<file path="config.mk">
export PLATFORM = sky130hd
export DESIGN_NAME = clock_display
export DESIGN_NICKNAME = d
export VERILOG_FILES = /design/src/rtl/clock_disp_pkg.sv /design/src/rtl/seg7_decode.sv /design/src/rtl/clock_display.sv
export SDC_FILE = /design/constraint.sdc
export NUM_CORES = 1
export LEC_CHECK = 0
export CORE_ASPECT_RATIO = 1.75
export CORE_MARGIN = 2
export CORE_UTILIZATION = 59
export DETAILED_ROUTE_END_ITERATION = 8
export PLACE_DENSITY = 0.79
export SLEW_MARGIN = 20
export SYNTH_ARGS = -nofsm -noshare
export SYNTH_HDL_FRONTEND = slang
export SYNTH_HIERARCHICAL = 1
export SYNTH_SLANG_ARGS = --single-unit
</file>
<file path="constraint.sdc">
create_clock -name clk -period 3.1 [get_ports clk]
set_clock_uncertainty 0.05 [all_clocks]
set_input_delay 0.465 -clock clk [delete_from_list [all_inputs] [get_ports clk]]
set_output_delay 0.465 -clock clk [all_outputs]
set_load 0.01 [all_outputs]
</file>
<file path="src/rtl/clock_disp_pkg.sv">
// rtl/clock_disp_pkg.sv - shared types, digit count and seven-segment codes for clock_display
package clock_disp_pkg;

  localparam int NUM_DIGITS = 6;

  typedef enum logic [1:0] {
    ST_IDLE,
    ST_LOAD,
    ST_SHIFT,
    ST_COMMIT
  } conv_state_t;

  // Active-low patterns, bit 0 = segment a .. bit 6 = segment g
  localparam logic [6:0] SEG_0     = 7'h40;
  localparam logic [6:0] SEG_1     = 7'h79;
  localparam logic [6:0] SEG_2     = 7'h24;
  localparam logic [6:0] SEG_3     = 7'h30;
  localparam logic [6:0] SEG_4     = 7'h19;
  localparam logic [6:0] SEG_5     = 7'h12;
  localparam logic [6:0] SEG_6     = 7'h02;
  localparam logic [6:0] SEG_7     = 7'h78;
  localparam logic [6:0] SEG_8     = 7'h00;
  localparam logic [6:0] SEG_9     = 7'h10;
  localparam logic [6:0] SEG_BLANK = 7'h7F;

  // Double-dabble correction applied to a two-nibble BCD field before each shift
  function automatic logic [7:0] bcd_adjust(input logic [7:0] b);
    logic [3:0] lo;
    logic [3:0] hi;
    lo = (b[3:0] >= 4'd5) ? b[3:0] + 4'd3 : b[3:0];
    hi = (b[7:4] >= 4'd5) ? b[7:4] + 4'd3 : b[7:4];
    return {hi, lo};
  endfunction

endpackage

</file>
<file path="src/rtl/seg7_decode.sv">
// rtl/seg7_decode.sv - combinational 4-bit BCD to active-low seven-segment pattern
module seg7_decode
  import clock_disp_pkg::*;
(
  input  logic [3:0] i_bcd,
  output logic [6:0] o_seg
);

  always_comb begin
    o_seg = SEG_BLANK;
    case (i_bcd)
      4'd0:    o_seg = SEG_0;
      4'd1:    o_seg = SEG_1;
      4'd2:    o_seg = SEG_2;
      4'd3:    o_seg = SEG_3;
      4'd4:    o_seg = SEG_4;
      4'd5:    o_seg = SEG_5;
      4'd6:    o_seg = SEG_6;
      4'd7:    o_seg = SEG_7;
      4'd8:    o_seg = SEG_8;
      4'd9:    o_seg = SEG_9;
      default: o_seg = SEG_BLANK;
    endcase
  end

endmodule

</file>
<file path="src/rtl/clock_display.sv">
// rtl/clock_display.sv - six-digit multiplexed hh.mm.ss display with per-frame BCD conversion
module clock_display
  import clock_disp_pkg::*;
#(
  parameter int SCAN_DIV = 1000
) (
  input  logic       clk,
  input  logic       rst,
  input  logic [4:0] hrs,
  input  logic [5:0] min,
  input  logic [5:0] sec,
  output logic [6:0] seg,
  output logic       dp,
  output logic [5:0] an,
  output logic       bcd_valid
);

  localparam logic [15:0] SCAN_LAST  = 16'(SCAN_DIV - 1);
  localparam logic [2:0]  LAST_DIGIT = 3'(NUM_DIGITS - 1);

  logic [15:0] r_scan_cnt;
  logic [2:0]  r_digit_idx;
  logic        r_first;

  logic [4:0]  r_snap_hrs;
  logic [5:0]  r_snap_min;
  logic [5:0]  r_snap_sec;

  conv_state_t r_state;
  logic [2:0]  r_shift_cnt;
  logic [7:0]  r_bcd_h;
  logic [7:0]  r_bcd_m;
  logic [7:0]  r_bcd_s;
  logic [5:0]  r_bin_h;
  logic [5:0]  r_bin_m;
  logic [5:0]  r_bin_s;
  logic [NUM_DIGITS-1:0][3:0] r_disp;
  logic        r_bcd_valid;

  logic [6:0]  r_seg;
  logic [5:0]  r_an;
  logic        r_dp;

  logic        w_term;
  logic        w_wrap;
  logic        w_snap_take;
  logic [7:0]  w_adj_h;
  logic [7:0]  w_adj_m;
  logic [7:0]  w_adj_s;
  logic [3:0]  w_cur_bcd;
  logic [6:0]  w_seg;

  assign w_term = (r_scan_cnt == SCAN_LAST);
  assign w_wrap = w_term && (r_digit_idx == LAST_DIGIT);
  // A snapshot arriving while a conversion is still running is dropped
  assign w_snap_take = (r_first || w_wrap) && (r_state == ST_IDLE);

  assign w_adj_h = bcd_adjust(r_bcd_h);
  assign w_adj_m = bcd_adjust(r_bcd_m);
  assign w_adj_s = bcd_adjust(r_bcd_s);

  always_ff @(posedge clk) begin
    if (rst) begin
      r_scan_cnt  <= 16'd0;
      r_digit_idx <= 3'd0;
      r_first     <= 1'b1;
    end else begin
      r_first <= 1'b0;
      if (w_term) begin
        r_scan_cnt  <= 16'd0;
        r_digit_idx <= (r_digit_idx == LAST_DIGIT) ? 3'd0 : r_digit_idx + 3'd1;
      end else begin
        r_scan_cnt <= r_scan_cnt + 16'd1;
      end
    end
  end

  always_ff @(posedge clk) begin
    if (rst) begin
      r_snap_hrs <= 5'd0;
      r_snap_min <= 6'd0;
      r_snap_sec <= 6'd0;
    end else if (w_snap_take) begin
      r_snap_hrs <= hrs;
      r_snap_min <= min;
      r_snap_sec <= sec;
    end
  end

  always_ff @(posedge clk) begin
    if (rst) begin
      r_state     <= ST_IDLE;
      r_shift_cnt <= 3'd0;
      r_bcd_h     <= 8'd0;
      r_bcd_m     <= 8'd0;
      r_bcd_s     <= 8'd0;
      r_bin_h     <= 6'd0;
      r_bin_m     <= 6'd0;
      r_bin_s     <= 6'd0;
      r_disp      <= '0;
      r_bcd_valid <= 1'b0;
    end else begin
      case (r_state)
        ST_IDLE: begin
          if (w_snap_take) r_state <= ST_LOAD;
        end
        ST_LOAD: begin
          r_bcd_h     <= 8'd0;
          r_bcd_m     <= 8'd0;
          r_bcd_s     <= 8'd0;
          r_bin_h     <= {1'b0, r_snap_hrs};
          r_bin_m     <= r_snap_min;
          r_bin_s     <= r_snap_sec;
          r_shift_cnt <= 3'd0;
          r_state     <= ST_SHIFT;
        end
        ST_SHIFT: begin
          r_bcd_h     <= {w_adj_h[6:0], r_bin_h[5]};
          r_bcd_m     <= {w_adj_m[6:0], r_bin_m[5]};
          r_bcd_s     <= {w_adj_s[6:0], r_bin_s[5]};
          r_bin_h     <= {r_bin_h[4:0], 1'b0};
          r_bin_m     <= {r_bin_m[4:0], 1'b0};
          r_bin_s     <= {r_bin_s[4:0], 1'b0};
          r_shift_cnt <= r_shift_cnt + 3'd1;
          if (r_shift_cnt == 3'd5) r_state <= ST_COMMIT;
        end
        ST_COMMIT: begin
          // All six digits land together so a frame never mixes old and new time
          r_disp[0]   <= r_bcd_s[3:0];
          r_disp[1]   <= r_bcd_s[7:4];
          r_disp[2]   <= r_bcd_m[3:0];
          r_disp[3]   <= r_bcd_m[7:4];
          r_disp[4]   <= r_bcd_h[3:0];
          r_disp[5]   <= r_bcd_h[7:4];
          r_bcd_valid <= 1'b1;
          r_state     <= ST_IDLE;
        end
        default: r_state <= ST_IDLE;
      endcase
    end
  end

  always_comb begin
    w_cur_bcd = 4'd0;
    case (r_digit_idx)
      3'd0:    w_cur_bcd = r_disp[0];
      3'd1:    w_cur_bcd = r_disp[1];
      3'd2:    w_cur_bcd = r_disp[2];
      3'd3:    w_cur_bcd = r_disp[3];
      3'd4:    w_cur_bcd = r_disp[4];
      3'd5:    w_cur_bcd = r_disp[5];
      default: w_cur_bcd = 4'd0;
    endcase
  end

  seg7_decode u_seg7_decode (
    .i_bcd (w_cur_bcd),
    .o_seg (w_seg)
  );

  always_ff @(posedge clk) begin
    if (rst) begin
      r_seg <= SEG_BLANK;
      r_an  <= 6'h3F;
      r_dp  <= 1'b1;
    end else if (r_bcd_valid) begin
      r_seg <= w_seg;
      r_an  <= ~(6'b000001 << r_digit_idx);
      r_dp  <= !((r_digit_idx == 3'd2) || (r_digit_idx == 3'd4));
    end else begin
      r_seg <= SEG_BLANK;
      r_an  <= 6'h3F;
      r_dp  <= 1'b1;
    end
  end

  assign seg       = r_seg;
  assign an        = r_an;
  assign dp        = r_dp;
  assign bcd_valid = r_bcd_valid;

endmodule
</file>
; ---- Yosys cells after proc, flatten, opt, wreduce, memory -nomap -nowiden
; Memories as Yosys holds them, arrays and structs flattened. A register that Yosys moved wholly into a read port is not among the register bits.
; Index checks and enable logic that the tools add are counted.
; Widths: inputs -> output; s select.
[totals]
regBits = 116
n_memories = 1
in_bits = 19
elab_cells = 84
output_inout_bits = 15
rom_bits = 112
[mem_list]
columns = name, words, width, rd, rd_ports_with_merged_regs, write_ports, line_no
row1 = (no name shown), 16, 7, 1, 1, 0, seg7_decode.sv:11  ; case (i_bcd)
[classes]
order_cmp = 6
n_shift = 1
add_sub_neg = 9
bitwise_logic = 2
n_reduce_logical = 11
muxes = 19
n_eq_ne = 12
[ops]
columns = op, count
row1 = $pmux 8 s2, 3
row2 = $pmux 6 s2, 3
row3 = $ge 4x3->1 const B, 6
row4 = $pmux 4 s6, 1
row5 = $add 16x1->16 const B, 1
row6 = $eq 16x10->1 const B, 1
row7 = $add 4x2->4 const B, 3
row8 = $mux 3, 4
row9 = $mux 4, 3
row10 = $add 3x2->3 const B, 3
row11 = $eq 3x3->1 const B, 3
row12 = $pmux 2 s4, 1
row13 = $add 3x1->3 const B, 2
row14 = $eq 3x2->1 const B, 2
row15 = $not 6->6, 1
row16 = $pmux 3 s2, 1
row17 = $shl 1x3->6 const A, 1
row18 = $eq 2x2->1 const B, 2
row19 = $mux 2, 2
row20 = $ne 2x2->1 const B, 2
row21 = $reduce_or 2->1, 2
row22 = $eq 3x1->1 const B, 1
row23 = $logic_not 3->1, 1
row24 = $eq 2x1->1 const B, 1
row25 = 8 further kinds, 10

; ---- Longest topological paths before layout
; Gate-level depths: netlist (run 1).
[depth]
depth_word = 6
depth_mapped = 12
mapped_depth_nobuf = 10

; ---- Modules after synthesis
; The synthesis (run 1) kept the hierarchy.
[modules_own_cells]
columns = module, area_per_inst_um2, seq_area_each_um2, instances, cells_per_inst
row1 = clock_display, 5333.9, 2462.4, 1, 576
row2 = seg7_decode, 210.2, 0.0, 1, 33

; ---- Worst setup path after synthesis (run 1)
; OpenSTA, ideal clock, no wires.
[synth_timing]
kind = register to register
startpoint = register r_digit_idx[0]
endpoint = register r_seg[3], in the netlist seg[3]
period_less_slack_ns = 2.443
path_stages_with_launch = 13
t_arrival_ns = 2.267
setup_ns = 0.126
n_path_buf = 2
required_ns = 2.924
path_slack_ns = 0.657
path_cell_list = dfxtp_1 > buf_2 > buf_1 > and2_1 > ha_1 > a22oi_1 > o21ai_0 > inv_1 > ha_1 > or2_1 > a21oi_2 > a31oi_1 > nand2b_1
[synth_via]
elab_chain_len = 2
elab_cells_between_ends = 7
cone_classes = 5 x eq/ne / 1 x mux / 1 x reduce/logical
[synth_lines]
columns = item, line_no
row1 = start: declaration, clock_display.sv:22  ; logic [2:0] r_digit_idx;
row2 = start signal: assignment, clock_display.sv:71  ; r_digit_idx <= (r_digit_idx == LAST_DIGIT) ? 3'd0 : r_digit_idx + 3'd1;
row3 = "$eq 3x3->1, or another cell as far along", clock_display.sv:145  ; case (r_digit_idx)
row4 = $pmux 4 s6 *, clock_display.sv:145
row5 = named net w_cur_bcd[1], clock_display.sv:50  ; logic [3:0] w_cur_bcd;
row6 = end: declaration, clock_display.sv:40  ; logic [6:0] r_seg;
; Mark *: on every way through the listed nets, which the timed path passes. The rest lies on a longest branch.
; A chain may end at the register's enable or synchronous reset.

; ---- Worst setup path in the final report (run 1)
; Ends and elaborated chain as after synthesis.

==> results of run 1 <==
-- cell usage after synthesis (all sizes together) (6+ instances only) --
master and count:
dfxtp 123, nor2 89, nand2 66, mux2i 45
a21oi 40, ha 25, inv 24, clkbuf 22
nand2b 19, buf 17, nand3 16, a211oi 14
o21ai 14, a22oi 13, xnor2 12, xor2 10
a32oi 9, o31ai 6
-- layer usage --
metal / up-vias / wire length (microns)
met5: - / 0
met4: 0 / 530
met3: 45 / 397
met2: 112 / 6250
met1: 2044 / 4313
li1: 2120 / -
-- worst paths after layout --
| path | from | to | slack, ps | depth (start not counted) |
|---|---|---|---|---|
| setup reg to reg | r_digit_idx[0]$_SDFFE_PP0N_ | seg[3]$_SDFF_PP1_ | 560 | 11 |
| setup / recovery | r_digit_idx[0]$_SDFFE_PP0N_ | seg[3]$_SDFF_PP1_ | 560 | 11 |
| hold / removal | r_snap_sec[3]$_SDFFE_PP0P_ | r_snap_sec[3]$_SDFFE_PP0P_ | 410 | 2 |
| hold reg to reg | r_snap_sec[3]$_SDFFE_PP0P_ | r_snap_sec[3]$_SDFFE_PP0P_ | 410 | 2 |
-- flip-flops by register name, indices dropped and copies added (netlist names), 7 cells and up --
signal	flops
r_bcd_m	8
r_scan_cnt	16
r_bcd_h	8
r_disp	24
seg	7
r_bcd_s	8
-- where the power goes --
| group | internal [mW] | switching, mW | total, mW |
|---|---|---|---|
| Clock | 1.51 | 0.685 | 2.19 |
| Combinational | 0.375 | 0.650 | 1.02 |
| Sequential | 1.75 | 0.0931 | 1.84 |
-- critical path, delay by kind of cell (launching register included) --
| kind | cells | cell delay, ps |
|---|---|---|
| and+or+nand+nor | 3 | 540 |
| AOI/OAI and AO/OA | 4 | 580 |
| DFF | 1 | 400 |
| buffers and inverters | 2 | 410 |
| adders and majority gates | 2 | 430 |
-- cell type report --
| cell class | instances | share of cell area, % |
|---|---|---|
| inverter | 24 | 1.376 |
| clock inverter | 11 | 2.887 |
| clock buffer | 21 | 7.341 |
| timing repair buffer | 43 | 6.117 |
| tap | 120 | 2.294 |
| multi-input combinational | 422 | 42.36 |
| sequential | 123 | 37.62 |
-- per-stage QoR --
| step | setup slack [ps] | instances | total power [mW] | hold WS [ps] |
|---|---|---|---|---|
| 4_1_cts | 561.6 | 764 | 5.087 | 404.9 |
| 3_5_place_dp | 585.3 | 732 | 2.888 | 400.1 |
| 5_1_grt | 308.8 | 764 | 5.259 | 410.8 |
| 2_1_floorplan | 656.7 | 609 | 2.656 | 381.2 |
| 3_3_place_gp | 704.3 | 732 | 2.836 | 390.4 |
| 6_report | 557.7 | 764 | 5.061 | 405.4 |
-- cells by family (layout without fill, tap and decap cells) --
group / after synthesis / in the layout / share of synthesized area, %
fa+ha+maj: 25 / 25 / 5.642
flops: 123 / 123 / 44.41
buf+inv: 64 / 99 / 5.574
xor+xnor: 22 / 22 / 3.475
compound gates: 112 / 112 / 14.13
simple gates: 216 / 216 / 17.83
mux: 47 / 47 / 8.937
==> qor.txt, run 1 <==
number of H-tree levels: 4
first-pass GRT wire length: 19440 microns
initial core utilization: 60.97%
total negative slack for setup checks: 0 ps
worst rel slew slack: 54.01%
most used routing layer: met2
clock root buffer: clkbuf_16
final setup vio count: 0
number of global-route vias before repair: 4390
post-place instance area: 0.005876 sq mm
post-DR wirelength/cell: 15.04 microns
max_cap viols: 0
Achievable Freq: 393.3 MHz
critical path required time: 3350 ps
share of synthesized flip-flops with an asynchronous set or reset: 0%
I/O Pins: 34
ratio of routed vias to standard cells: 5.656
number of synthesized flops with an enable pin: 0
fin nets: 675
top area cells in the synthesized netlist: dfxtp_1 44%, mux2i_1 8.1%, nor2_1 6.0%, ha_1 5.6%, nand2_1 3.8%
worst supply voltage drop on vdd: 0.6202 mV
width of the die: 77.28 microns
synthesized cell area: 0.005544 sq mm
drt first-iter violations: 213
pin count of the biggest net entering global routing: 63
cells traversed along the worst timing path: buf_4, and2_1, ha_1, a22oi_1, o21ai_0, inv_1, ha_1, or2_1, a21oi_2, a31oi_1, nand2b_1
DP Wirelength: 7483 microns
delay of the slowest cell on the worst path: 400 ps
final routed wirelength across all metal layers: 11490 microns
count of yosys warnings during synthesis: 6
y dimension of the die: 132.2 microns
most frequent cells in the layout: 123 x dfxtp_1, 89 x nor2_1, 56 x nand2_1, 45 x mux2i_1, 32 x clkdlybuf4s50_1
Final ANT Viol Nets: 0
TritonCTS clock tree: built
Storage cell area: 0.002462 sq mm
First-pass DRT Iterations: 4
unrepaired setup endpoints after global routing: no
design area: 0.006545 sq mm
M2 GR Usage: 43.86%
Overall Global Routing Usage: 23.60%
total die area: 0.01022 sq mm
most common cell type on the critical path: ha_1
clock insertion delay at the later pin of the skew report: 410 ps
WS Path Type: flop to flop
met3 routing resource usage after global routing: 5.411%
portion of synthesized cell area occupied by the leading cell type: 44.41%
post-cts hold buffer count: 0
WP data arrival: 2800 ps
number of design rule violations left after detail routing: 0
cts repair resizes: 0
post-synthesis sequential area ratio: 44.41%
nets in the synthesized netlist: 653
multi-input gate area in the final layout: 0.002773 sq mm
number of instances in the synthesized netlist: 609
mean post-synth cell area: 9.104 sq um
number of filler instances in the final layout: 725
number of buffers created by CTS: 17
most common cell after layout, fill and taps aside: dfxtp_1
num rows: 46
outcome: complete, no violations
total of flip-flops plus latches after synthesis: 123
area overhead of the layout relative to synthesis: 18.05%
sinks on the clock net: 123
min-delay worst type: flop to flop
Tmin final: 2542 ps
highest fanout seen on the critical path: 14
total power density per cell area: 773.3 mW/mm^2
kind of start point of the critical path: flop
Tcrit/Tclk final: 82.01%
diodes inserted: 0
post-synthesis cell type count: 51
post-route core utilization: 71.97%
buffer levels on the longest clock path: 2
Leakage: 2.377 nW
pin slew with the least headroom to its limit: 689.8 ps
number of antenna violations at the first check in global routing: 0
main flop type after synthesis: dfxtp_1
dominant cell type by area after synthesis: dfxtp_1
clock slew seen by the registers of the worst setup and hold paths: 60 ps
overflow left after global routing: 0
final number of max-transition violations: 0
setup fix buffers added after clock tree synthesis: 0
fraction of layout instances using a drive strength above 1: 11.02%
Hold Vio Cnt, Final: 0
critical-path cell with the highest stage delay: dfxtp_1
GR Layer Usage met1: 23.44%
DR vias: 4321
number of buffers inserted by port buffering: 33
kind of end point of the critical path: flop
Core Box Area: 0.009094 sq mm
GPL Wtd Cong: 0.8268
No activity file was read; power rests on OpenSTA's default activity.
==> run 2, diff against run 1 <==
==> constraint.sdc (replaced) <==
create_clock -name clk -period 2.5 [get_ports clk]
set_clock_uncertainty 0.05 [all_clocks]
set_input_delay 0.375 -clock clk [delete_from_list [all_inputs] [get_ports clk]]
set_output_delay 0.375 -clock clk [all_outputs]
set_load 0.01 [all_outputs]
==> run 2 against run 1 <==
  * Register-to-register slack got worse by 360 ps
  * Worst hold slack got worse by 73 ps
  * Wire length fell by 2.9%
  * Cell area fell by 1.8%
  * Sequential share of layout area rose by 0.69 points
  * Die area did not move
  * Clock power barely moved
  * Total power rose by 13%
  * First-iteration DRC count fell by 9.9%
  * Combinational power rose by 25%
  * Sequential cell count did not move
  * Fmax rose by 11%
  * Critical path type unchanged
  * Largest power group is now sequential cells
  * Highest routed layer unchanged
==> qor.txt, run 2 (same netlist as run 1, synthesis figures left out) <==
outcome: complete, no violations (unchanged)
clock root buffer: clkbuf_16 (unchanged)
delay of the slowest cell on the worst path: 510 ps (was 400 ps)
pin slew with the least headroom to its limit: 621.9 ps (was 689.8 ps)
Achievable Freq: 434.8 MHz (was 393.3 MHz)
post-route core utilization: 70.71% (was 71.97%)
Tmin final: 2300 ps (was 2542 ps)
number of antenna violations at the first check in global routing: 0 (unchanged)
number of global-route vias before repair: 4357 (was 4390)
kind of start point of the critical path: flop (unchanged)
setup fix buffers added after clock tree synthesis: 0 (unchanged)
buffer levels on the longest clock path: 2 (unchanged)
Pwr Total: 5.731 mW (was 5.061 mW)
GPL Wtd Cong: 0.8525 (was 0.8268)
final setup vio count: 0 (unchanged)
final routed wirelength across all metal layers: 11160 microns (was 11490 microns)
width of the die: 77.28 microns (unchanged)
I/O Pins: 34 (unchanged)
Max Used Layer: met4 (unchanged)
pre-CTS worst setup slack: 151.0 ps (was 585.3 ps)
pin count of the biggest net entering global routing: 40 (was 63)
family with the most delay on the worst path: simple AND/OR/NAND/NOR gates (was compound AO/OA/AOI/OAI gates)
largest registers: r_disp: 24 flops, r_scan_cnt: 16 flops (unchanged)
sinks on the clock net: 123 (unchanged)
critical path required time: 2750 ps (was 3350 ps)
overflow left after global routing: 0 (unchanged)
number of buffers created by CTS: 17 (unchanged)
WS Path Type: flop to flop (unchanged)
number of H-tree levels: 4 (unchanged)
clock insertion delay at the later pin of the skew report: 410 ps (about the same)
clock slew seen by the registers of the worst setup and hold paths: 50 ps (was 60 ps)
register-to-register setup slack: 200 ps (was 560 ps)
area overhead of the layout relative to synthesis: 15.98% (was 18.05%)
final number of max-transition violations: 0 (unchanged)
worst supply voltage drop on vdd: 0.6939 mV (was 0.6202 mV)
total power density per cell area: 891.3 mW/mm^2 (was 773.3 mW/mm^2)
fraction of layout instances using a drive strength above 1: 10.54% (was 11.02%)
post-DR wirelength/cell: 14.58 microns (was 15.04 microns)
critical-path cell with the highest stage delay: dfxtp_1 (unchanged)
Final ANT Viol Nets: 0 (unchanged)
DP Wirelength: 7720 microns (was 7483 microns)
First-pass DRT Iterations: 4 (unchanged)
min-delay worst type: primary input to flop (was flop to flop)
most frequent cells in the layout: 122 x dfxtp_1, 89 x nor2_1, 56 x nand2_1, 45 x mux2i_1, 32 x clkdlybuf4s50_1 (was 123 x dfxtp_1, 89 x nor2_1, 56 x nand2_1, 45 x mux2i_1, 32 x clkdlybuf4s50_1)
first-pass GRT wire length: 19260 microns (was 19440 microns)
diodes inserted: 0 (unchanged)
post-place instance area: 0.005906 sq mm (was 0.005876 sq mm)
y dimension of the die: 132.2 microns (unchanged)
buffers and inverters on the worst path: 1 (was 2)
Hold Vio Cnt, Final: 0 (unchanged)
max_cap viols: 0 (unchanged)
total negative slack for setup checks: 0 ps (unchanged)
number of filler instances in the final layout: 734 (was 725)
DR vias: 4303 (was 4321)
most common cell type on the critical path: ha_1 (unchanged)
highest fanout seen on the critical path: 7 (was 14)
total die area: 0.01022 sq mm (unchanged)
WL met1: 4300 microns (was 4313 microns)
design area: 0.006430 sq mm (was 0.006545 sq mm)
unrepaired setup endpoints after global routing: no (unchanged)
Overall Global Routing Usage: 23.50% (was 23.60%)
TritonCTS clock tree: built (unchanged)
post-cts hold buffer count: 0 (unchanged)
detailed-routed wire length on met2: 6164 microns (was 6250 microns)
drt first-iter violations: 192 (was 213)
minimum setup slack in the final design: 200.3 ps (was 557.7 ps)
worst rel slew slack: 58.26% (was 54.01%)
total met3 wirelength after detailed routing: 356 microns (was 397 microns)
initial core utilization: 60.97% (unchanged)
Core Box Area: 0.009094 sq mm (unchanged)
number of design rule violations left after detail routing: 0 (unchanged)
cts repair resizes: 0 (unchanged)
num rows: 46 (unchanged)
kind of end point of the critical path: flop (unchanged)
Largest Register: r_disp (unchanged)
Leakage: 2.333 nW (was 2.377 nW)
WP data arrival: 2550 ps (was 2800 ps)
cells traversed along the worst timing path: and2_1, ha_1, a22oi_1, o21ai_0, inv_1, ha_1, or2_1, a21oi_2, a31oi_1, nand2b_1 (was buf_4, and2_1, ha_1, a22oi_1, o21ai_0, inv_1, ha_1, or2_1, a21oi_2, a31oi_1, nand2b_1)
Largest register FFs: 24 (unchanged)
most common cell after layout, fill and taps aside: dfxtp_1 (unchanged)
Tcrit/Tclk final: 91.99% (was 82.01%)
fin nets: 679 (was 675)
ratio of routed vias to standard cells: 5.625 (was 5.656)
number of buffers inserted by port buffering: 33 (unchanged)
-- run 2: changes by cell type in the layout (fill, tap and decap cells not counted), moves of 2 or more --
| cell | delta |
|---|---|
| bufinv_16 | -5 |
| clkbuf_1 | +5 |
| buf_4 | +4 |
| clkinvlp_4 | -2 |
-- run 2: final timing paths --
kind / startpoint / to / cells after the start
setup / recovery: r_digit_idx[0]$_SDFFE_PP0N_ / seg[3]$_SDFF_PP1_ / 10
hold / removal: rst / an[5]$_SDFF_PP1_ / 4
setup reg to reg: r_digit_idx[0]$_SDFFE_PP0N_ / seg[3]$_SDFF_PP1_ / 10
hold reg to reg: r_snap_sec[2]$_SDFFE_PP0P_ / r_snap_sec[2]$_SDFFE_PP0P_ / 2
-- run 2: cell type report --
class / count / area (sq um) / area share [%]
flip-flops and latches: 123 / 2464 / 38.31
multi-input cells: 422 / 2773 / 43.12
clock buffers: 27 / 513.0 / 7.978
repair buffers: 47 / 430.4 / 6.694
clock inverters: 2 / 10.01 / 0.1557
inverters: 24 / 90.09 / 1.401
well taps: 120 / 150.1 / 2.335
-- run 2: metrics by stage --
step	hold WS, ps	std cells
3_5_place_dp	394.7	736
4_1_cts	319.5	765
2_1_floorplan	352.7	609
5_1_grt	350.0	765
3_3_place_gp	388.1	736
6_report	332.0	765
-- run 2: worst min-delay path, cell delays in order --
cell	delay (ps)
buf_2	110
nor2b_1	40
buf_4	170
nand2_1	60
-- run 2: layer usage --
layer	vias to the layer above	global-route usage, %
li1	2130	-
met1	2049	23.91
met2	95	42.90
met3	29	5.479
met4	0	13.49
met5	-	0
-- run 2: report_power, final --
part | leakage (nW) | internal, mW | switching (mW) | total [mW]
combinational | 1.08 | 0.473 | 0.809 | 1.28
clock | 0.259 | 1.38 | 0.781 | 2.16
sequential | 0.998 | 2.17 | 0.119 | 2.29
